**src/rtl/neg_abs_pipe_pkg.sv**
```systemverilog
// Shared types for the negate/abs pipeline: operation mode and prefix-core speed selector.
package lau_pkg;

  typedef enum logic [1:0] {
    PASS = 2'd0,
    NEG  = 2'd1,
    ABS  = 2'd2,
    NABS = 2'd3
  } negmode_e;

  typedef enum logic {
    SLOW = 1'b0,
    FAST = 1'b1
  } speed_e;

endpackage

```
**src/rtl/neg_abs_pipe_prefix.sv**
```systemverilog
// PrefixAnd: po[i] = &pi[i:0]; log-depth Kogge-Stone network for FAST, ripple chain for SLOW.
module PrefixAnd
  import lau_pkg::*;
#(
  parameter int unsigned width = 9,
  parameter speed_e      speed = FAST
) (
  input  logic [width-1:0] pi,
  output logic [width-1:0] po
);

  if (speed == FAST) begin : g_fast
    always_comb begin : ks
      logic [width-1:0] cur;
      logic [width-1:0] nxt;
      cur = pi;
      nxt = '0;
      for (int unsigned d = 1; d < width; d = d * 2) begin
        nxt = cur;
        for (int unsigned i = d; i < width; i++) begin
          nxt[i] = cur[i] & cur[i - d];
        end
        cur = nxt;
      end
      po = cur;
    end
  end else begin : g_slow
    always_comb begin : rip
      logic acc;
      acc = 1'b1;
      po  = '0;
      for (int unsigned i = 0; i < width; i++) begin
        acc   = acc & pi[i];
        po[i] = acc;
      end
    end
  end

endmodule

```
**src/rtl/neg_abs_pipe_stage.sv**
```systemverilog
// neg_pipe_stage: one valid/ready register slice; ready looks through to the downstream slice.
module neg_pipe_stage #(
  parameter int unsigned dw = 9
) (
  input  logic          clk,
  input  logic          rst_n,
  input  logic          in_valid,
  output logic          in_ready,
  input  logic [dw-1:0] in_data,
  output logic          out_valid,
  input  logic          out_ready,
  output logic [dw-1:0] out_data
);

  assign in_ready = !out_valid | out_ready;

  always_ff @(posedge clk or negedge rst_n) begin
    if (!rst_n) begin
      out_valid <= 1'b0;
      out_data  <= '0;
    end else if (in_ready) begin
      out_valid <= in_valid;
      if (in_valid) out_data <= in_data;
    end
  end

endmodule

```
**src/rtl/neg_abs_pipe.sv**
```systemverilog
// neg_abs_pipe: handshaked PASS/NEG/ABS/NABS 2's complementer with overflow flag.
// Define NEG_ABS_SAT_EN to saturate overflowing results to max positive instead of wrapping.
module neg_abs_pipe
  import lau_pkg::*;
#(
  parameter int unsigned width  = 8,
  parameter speed_e      speed  = FAST,
  parameter int unsigned stages = 2
) (
  input  logic             clk_i,
  input  logic             rst_ni,
  input  logic             in_valid_i,
  output logic             in_ready_o,
  input  logic [width-1:0] a_i,
  input  negmode_e         mode_i,
  output logic             out_valid_o,
  input  logic             out_ready_i,
  output logic [width-1:0] z_o,
  output logic             ovf_o
);

  localparam logic [width-1:0] min_neg = {1'b1, {(width-1){1'b0}}};

  logic             neg;
  logic [width:0]   ai;
  logic [width:0]   po;
  logic [width-1:0] sum;
  logic [width-1:0] res;
  logic             ovf;
  logic             unused_po_msb;

  always_comb begin
    neg = 1'b0;
    case (mode_i)
      PASS:    neg = 1'b0;
      NEG:     neg = 1'b1;
      ABS:     neg = a_i[width-1];
      NABS:    neg = ~a_i[width-1];
      default: neg = 1'b0;
    endcase
  end

  // Bit i of ~a+1 flips exactly when every lower inverted bit (and the +1) is 1.
  assign ai = {a_i ^ {width{neg}}, neg};

  PrefixAnd #(
    .width (width + 1),
    .speed (speed)
  ) u_prefix (
    .pi (ai),
    .po (po)
  );

  assign sum           = ai[width:1] ^ po[width-1:0];
  assign unused_po_msb = po[width];
  assign ovf           = neg & (a_i == min_neg);

`ifdef NEG_ABS_SAT_EN
  assign res = ovf ? ~min_neg : sum;
`else
  assign res = sum;
`endif

  for (genvar k = 0; k < stages; k++) begin : g_stage
    logic           in_v;
    logic           in_rdy;
    logic [width:0] in_d;
    logic           out_v;
    logic           out_rdy;
    logic [width:0] out_d;

    if (k == 0) begin : g_head
      assign in_v = in_valid_i;
      assign in_d = {res, ovf};
    end else begin : g_link
      assign in_v = g_stage[k-1].out_v;
      assign in_d = g_stage[k-1].out_d;
    end

    if (k == stages - 1) begin : g_tail
      assign out_rdy = out_ready_i;
    end else begin : g_next
      assign out_rdy = g_stage[k+1].in_rdy;
    end

    neg_pipe_stage #(
      .dw (width + 1)
    ) u_stage (
      .clk       (clk_i),
      .rst_n     (rst_ni),
      .in_valid  (in_v),
      .in_ready  (in_rdy),
      .in_data   (in_d),
      .out_valid (out_v),
      .out_ready (out_rdy),
      .out_data  (out_d)
    );
  end

  assign in_ready_o  = g_stage[0].in_rdy;
  assign out_valid_o = g_stage[stages-1].out_v;
  assign z_o         = g_stage[stages-1].out_d[width:1];
  assign ovf_o       = g_stage[stages-1].out_d[0];

endmodule

```
**config.mk**
```make
export PLATFORM = sky130hd
export DESIGN_NAME = neg_abs_pipe
export DESIGN_NICKNAME = d
export VERILOG_FILES = /design/src/rtl/neg_abs_pipe_pkg.sv /design/src/rtl/neg_abs_pipe_prefix.sv /design/src/rtl/neg_abs_pipe_stage.sv /design/src/rtl/neg_abs_pipe.sv
export SDC_FILE = /design/constraint.sdc
export NUM_CORES = 1
export LEC_CHECK = 0
export ABC_AREA = 1
export BUFFER_PORTS_ARGS = -buffer_cell sky130_fd_sc_hd__buf_2
export CAP_MARGIN = 20
export CORE_UTILIZATION = 55
export CTS_BUF_LIST = sky130_fd_sc_hd__clkbuf_8
export DETAILED_ROUTE_END_ITERATION = 6
export PLACE_DENSITY_LB_ADDON = 0.12
export SKIP_CTS_REPAIR_TIMING = 1
export SLEW_MARGIN = 15
export SYNTH_ARGS = -nofsm -noshare
export SYNTH_HDL_FRONTEND = slang
export SYNTH_SLANG_ARGS = --single-unit
```
**constraint.sdc**
```tcl
create_clock -name clk_i -period 1.49 [get_ports clk_i]
set_input_delay 0.3725 -clock clk_i [delete_from_list [all_inputs] [get_ports clk_i]]
set_output_delay 0.3725 -clock clk_i [all_outputs]
set_load 0.03 [all_outputs]
```
==> implementation parameters <==
Parameter                              Value

Floorplanning
  Cell row count ... 15
  Height of the die ... roughly 46 um
  Effective utilization at floorplan ... 0.6091
  Overall die area ... around 2200 sq um
  DIE WIDTH ... around 46 um
  Area of the core ... approximately 1800 sq um
  Num ports ... 25

Drt
  Drt wl/cell ... between 10 and 15 um
  Final Routed Wirelength ... roughly 2100 um
  Starting DRC count in detailed routing ... 6
  Vias per cell ... ~4.9
  Via count ... 937
  # DRC ... 0
  Count of nets left with antenna violations after detail routing ... 0
  DRT Pass-1 Iters ... 4

CTS
  TritonCTS clock tree ... yes
  Clk slew on worst S/H paths ... about 0.070 ns
  Clock Tree Root ... clkbuf_8
  Latest clock arrival within the worst-skew pair ... roughly 0.25 ns
  Number of clock sinks seen by CTS ... 20
  Inserted Clock Buffers ... 3
  Number of H-tree levels ... 1
  Maximum number of buffers from clock root to sink ... 2

Synth
  Seq/Total Area, Yosys ... 0.4608
  Post-Synthesis Net Count ... around 140
  Leading cell type by number of instances after synthesis ... nand2_1
  Number of warnings reported in the yosys synthesis log ... 0
  Mean cell area of the mapped netlist ... between 8 and 9 sq um
  Cell types with the highest counts after synthesis ... nand2_1, dfrtp_1, inv_1, nand3_1, mux2_2
  Number of enable flip-flop cells after synthesis ... 0
  Leading register cell type out of synthesis ... dfrtp_1
  Cells after Synth ... ~130
  Synthesized flop and latch total ... 20
  Distinct cell type count after synthesis ... 22
  Cell accounting for the most synthesized area ... dfrtp_1
  Fraction of registers with async set/reset ... 1.000
  Top-area cell type share of the netlist area ... 0.4608
  Post-Syn Area ... ~1100 sq um
  Top cells by area, synth ... dfrtp_1, nand2_1, mux2_2, nand3_1, inv_1

Global routing
  Tot GR Track Use ... 0.2339
  Initial antenna violation count ... 0
  Global route overflow ... 0
  Pin count of the biggest net entering global routing ... 21
  Number of global-route vias before repair ... roughly 830
  First-pass GRT wire length ... 3422 um

Pwr
  Total chip power ... around 1700 uW
  Sw Pwr ... roughly 640 uW
  Sequential group share of total power ... 0.425
  Clock power frac ... 0.197
  Net switching share of the total power ... 0.3685
  Leakage power total ... 0.0007542 uW
  Internal Power ... 1096 uW
  Worst-case vdd ir drop ... 0.0006956 V
  Pwr/cell area ... 1222 nW/um^2
  Gate power share ... 0.378

Hold path
  Hold/Removal Path Class ... in2async

Worst setup path
  List of cells traversed by the critical path ... buf_2 > nand2_4 > nand2_4 > nand2_4 > inv_4 > ha_4 > nor2_4 > nand3_4 > nor2_4 > nand3_1 > nand2_1 > nand3_1 > nand2_1
  Classification of the worst setup path ... in2reg
  Sort of element at the start of the critical path ... primary input
  Critical Path Slowest Stage Cell ... ha_4
  Worst Path Buf+Inv ... 2
  Most common cell type on the critical path ... nand2_4
  Required time of the critical path ... 1.69 ns
  Max FO, Critical Path ... 3
  Worst stage delay on the critical path ... between 0.2 and 0.25 ns
  CP delay by family, top ... simple AND/OR/NAND/NOR gates
  Nature of the critical path endpoint ... register
  CP Data Arrival Time ... roughly 1.6 ns

Layout
  # nets final ... roughly 180
  Post-route insts no fill ... around 190
  Fillcell total ... around 130
  FF/Latch Area ... 500.5 sq um
  Fin area ... between 1000 and 1500 sq um
  N_diodes ... 0
  Layout cell share with drive strength beyond 1 ... 0.4036
  Combined area of the multi-input logic cells ... ~560 sq um
  Area growth syn-to-layout ... 30.76%

STA
  Worst max-slew margin expressed relative to the limit ... 0.7166
  WHS ... 0.04810 ns
  Unrepaired setup endpoints after global routing ... false
  Final total negative setup slack ... 0 ns
  Max-slew violation count ... 0
  Final setup violation count ... 0
  Top achievable clock speed ... 0.7355 GHz
  Number of hold violations in the final report ... 0
  Tightest Pin Transition ... about 0.43 ns
  Skew final ... around 0.0012 ns
  Share of the clock period used by the worst path ... 0.9125
  Post-layout min period ... about 1.4 ns

Place
  Number of port buffers ... 24
  Cell count after placement ... roughly 190
  Half-perimeter wire length after detailed placement ... 1756 um
  Last weighted congestion value of the routability-driven placer ... 0.7905
  Post-detailed-placement cell area ... around 1400 sq um

Outcome
  Result of the run ... complete, no violations

Job
  Total of max-cap violations ... 0
-- path summary, 6_finish.rpt --
check / from / endpoint / slack (ns) / cells past startpoint
max in group asynchronous: rst_ni / g_stage[1].u_stage.out_data[7]$_DFFE_PN0P_ / 1.15 / 1
worst min-delay path: rst_ni / g_stage[1].u_stage.out_valid$_DFFE_PN0P_ / 0.05 / 1
min in group clk_i: out_ready_i / g_stage[0].u_stage.out_valid$_DFFE_PN0N_ / 0.39 / 4
worst max-delay path: mode_i[1] / g_stage[0].u_stage.out_data[7]$_DFFE_PN0P_ / 0.13 / 13
worst min register to register: g_stage[0].u_stage.out_data[0]$_DFFE_PN0P_ / g_stage[0].u_stage.out_data[0]$_DFFE_PN0P_ / 0.48 / 2
worst max register to register: g_stage[1].u_stage.out_valid$_DFFE_PN0P_ / g_stage[1].u_stage.out_data[4]$_DFFE_PN0P_ / 0.24 / 3
-- through the flow --
| stage | utilization | worst slack, ns |
|---|---|---|
| 2_1_floorplan | - | -0.05193 |
| 3_3_place_gp | 0.7691 | -0.1418 |
| 3_5_place_dp | 0.7691 | -0.1879 |
| 4_1_cts | 0.7923 | 0.07216 |
| 5_1_grt | 0.7965 | 0.01904 |
| 6_report | 0.7965 | 0.1303 |
-- state kept, by name (all words and copies together) (netlist names) --
signal / count
g_stage.u_stage.out_valid: 2
g_stage.u_stage.out_data: 18
-- layout by cell type, fill, tap and decap left out --
cell and n:
nand2_1 36, inv_2 1, nand4_1 3, clkbuf_8 3, inv_4 1, buf_4 14
xnor2_1 2, nand3_2 2, nand2_2 5, o41ai_1 1, ha_4 1, inv_1 15
o21ai_1 1, nand2_4 3, mux2_2 7, nand3_1 12, buf_2 24, dfrtp_1 20
nor2_2 1, o22ai_1 1, nand3_4 2, o21ai_0 6, a21oi_1 2, nor2_4 3
-- power groups by stage --
stage / Combinational, uW / Sequential, uW / Clock (uW)
after detailed placement: 655 / 751 / 0
after CTS: 658 / 740 / 341
after floorplan: 266 / 915 / 0
after global placement: 632 / 736 / 0
final: 656 / 737 / 341
after global routing: 716 / 756 / 364
-- layout make-up --
class / count / area share
multi-input cells: 88 / 0.3912
well taps: 25 / 0.02203
repair buffers: 38 / 0.1586
clock buffers: 3 / 0.02907
flip-flops and latches: 20 / 0.3524
inverters: 17 / 0.04670
-- layer usage --
layer  part of all wire  vias up  global-route usage
li1                   -      488                   -
met1               0.42      422              0.2604
met2               0.52       23              0.4194
met3              0.027        4             0.02353
met4              0.024        0              0.1412
met5                  0        -                   0
-- cells by family after synthesis --
family,Yosys count,synth area share
xor+xnor,2,0.01613
fa+ha+maj,1,0.01152
simple gates,67,0.3076
mux,7,0.07258
flops,20,0.4608
buf+inv,19,0.07604
compound gates,11,0.05530
Note: power is estimated with default switching activity, not from simulation.
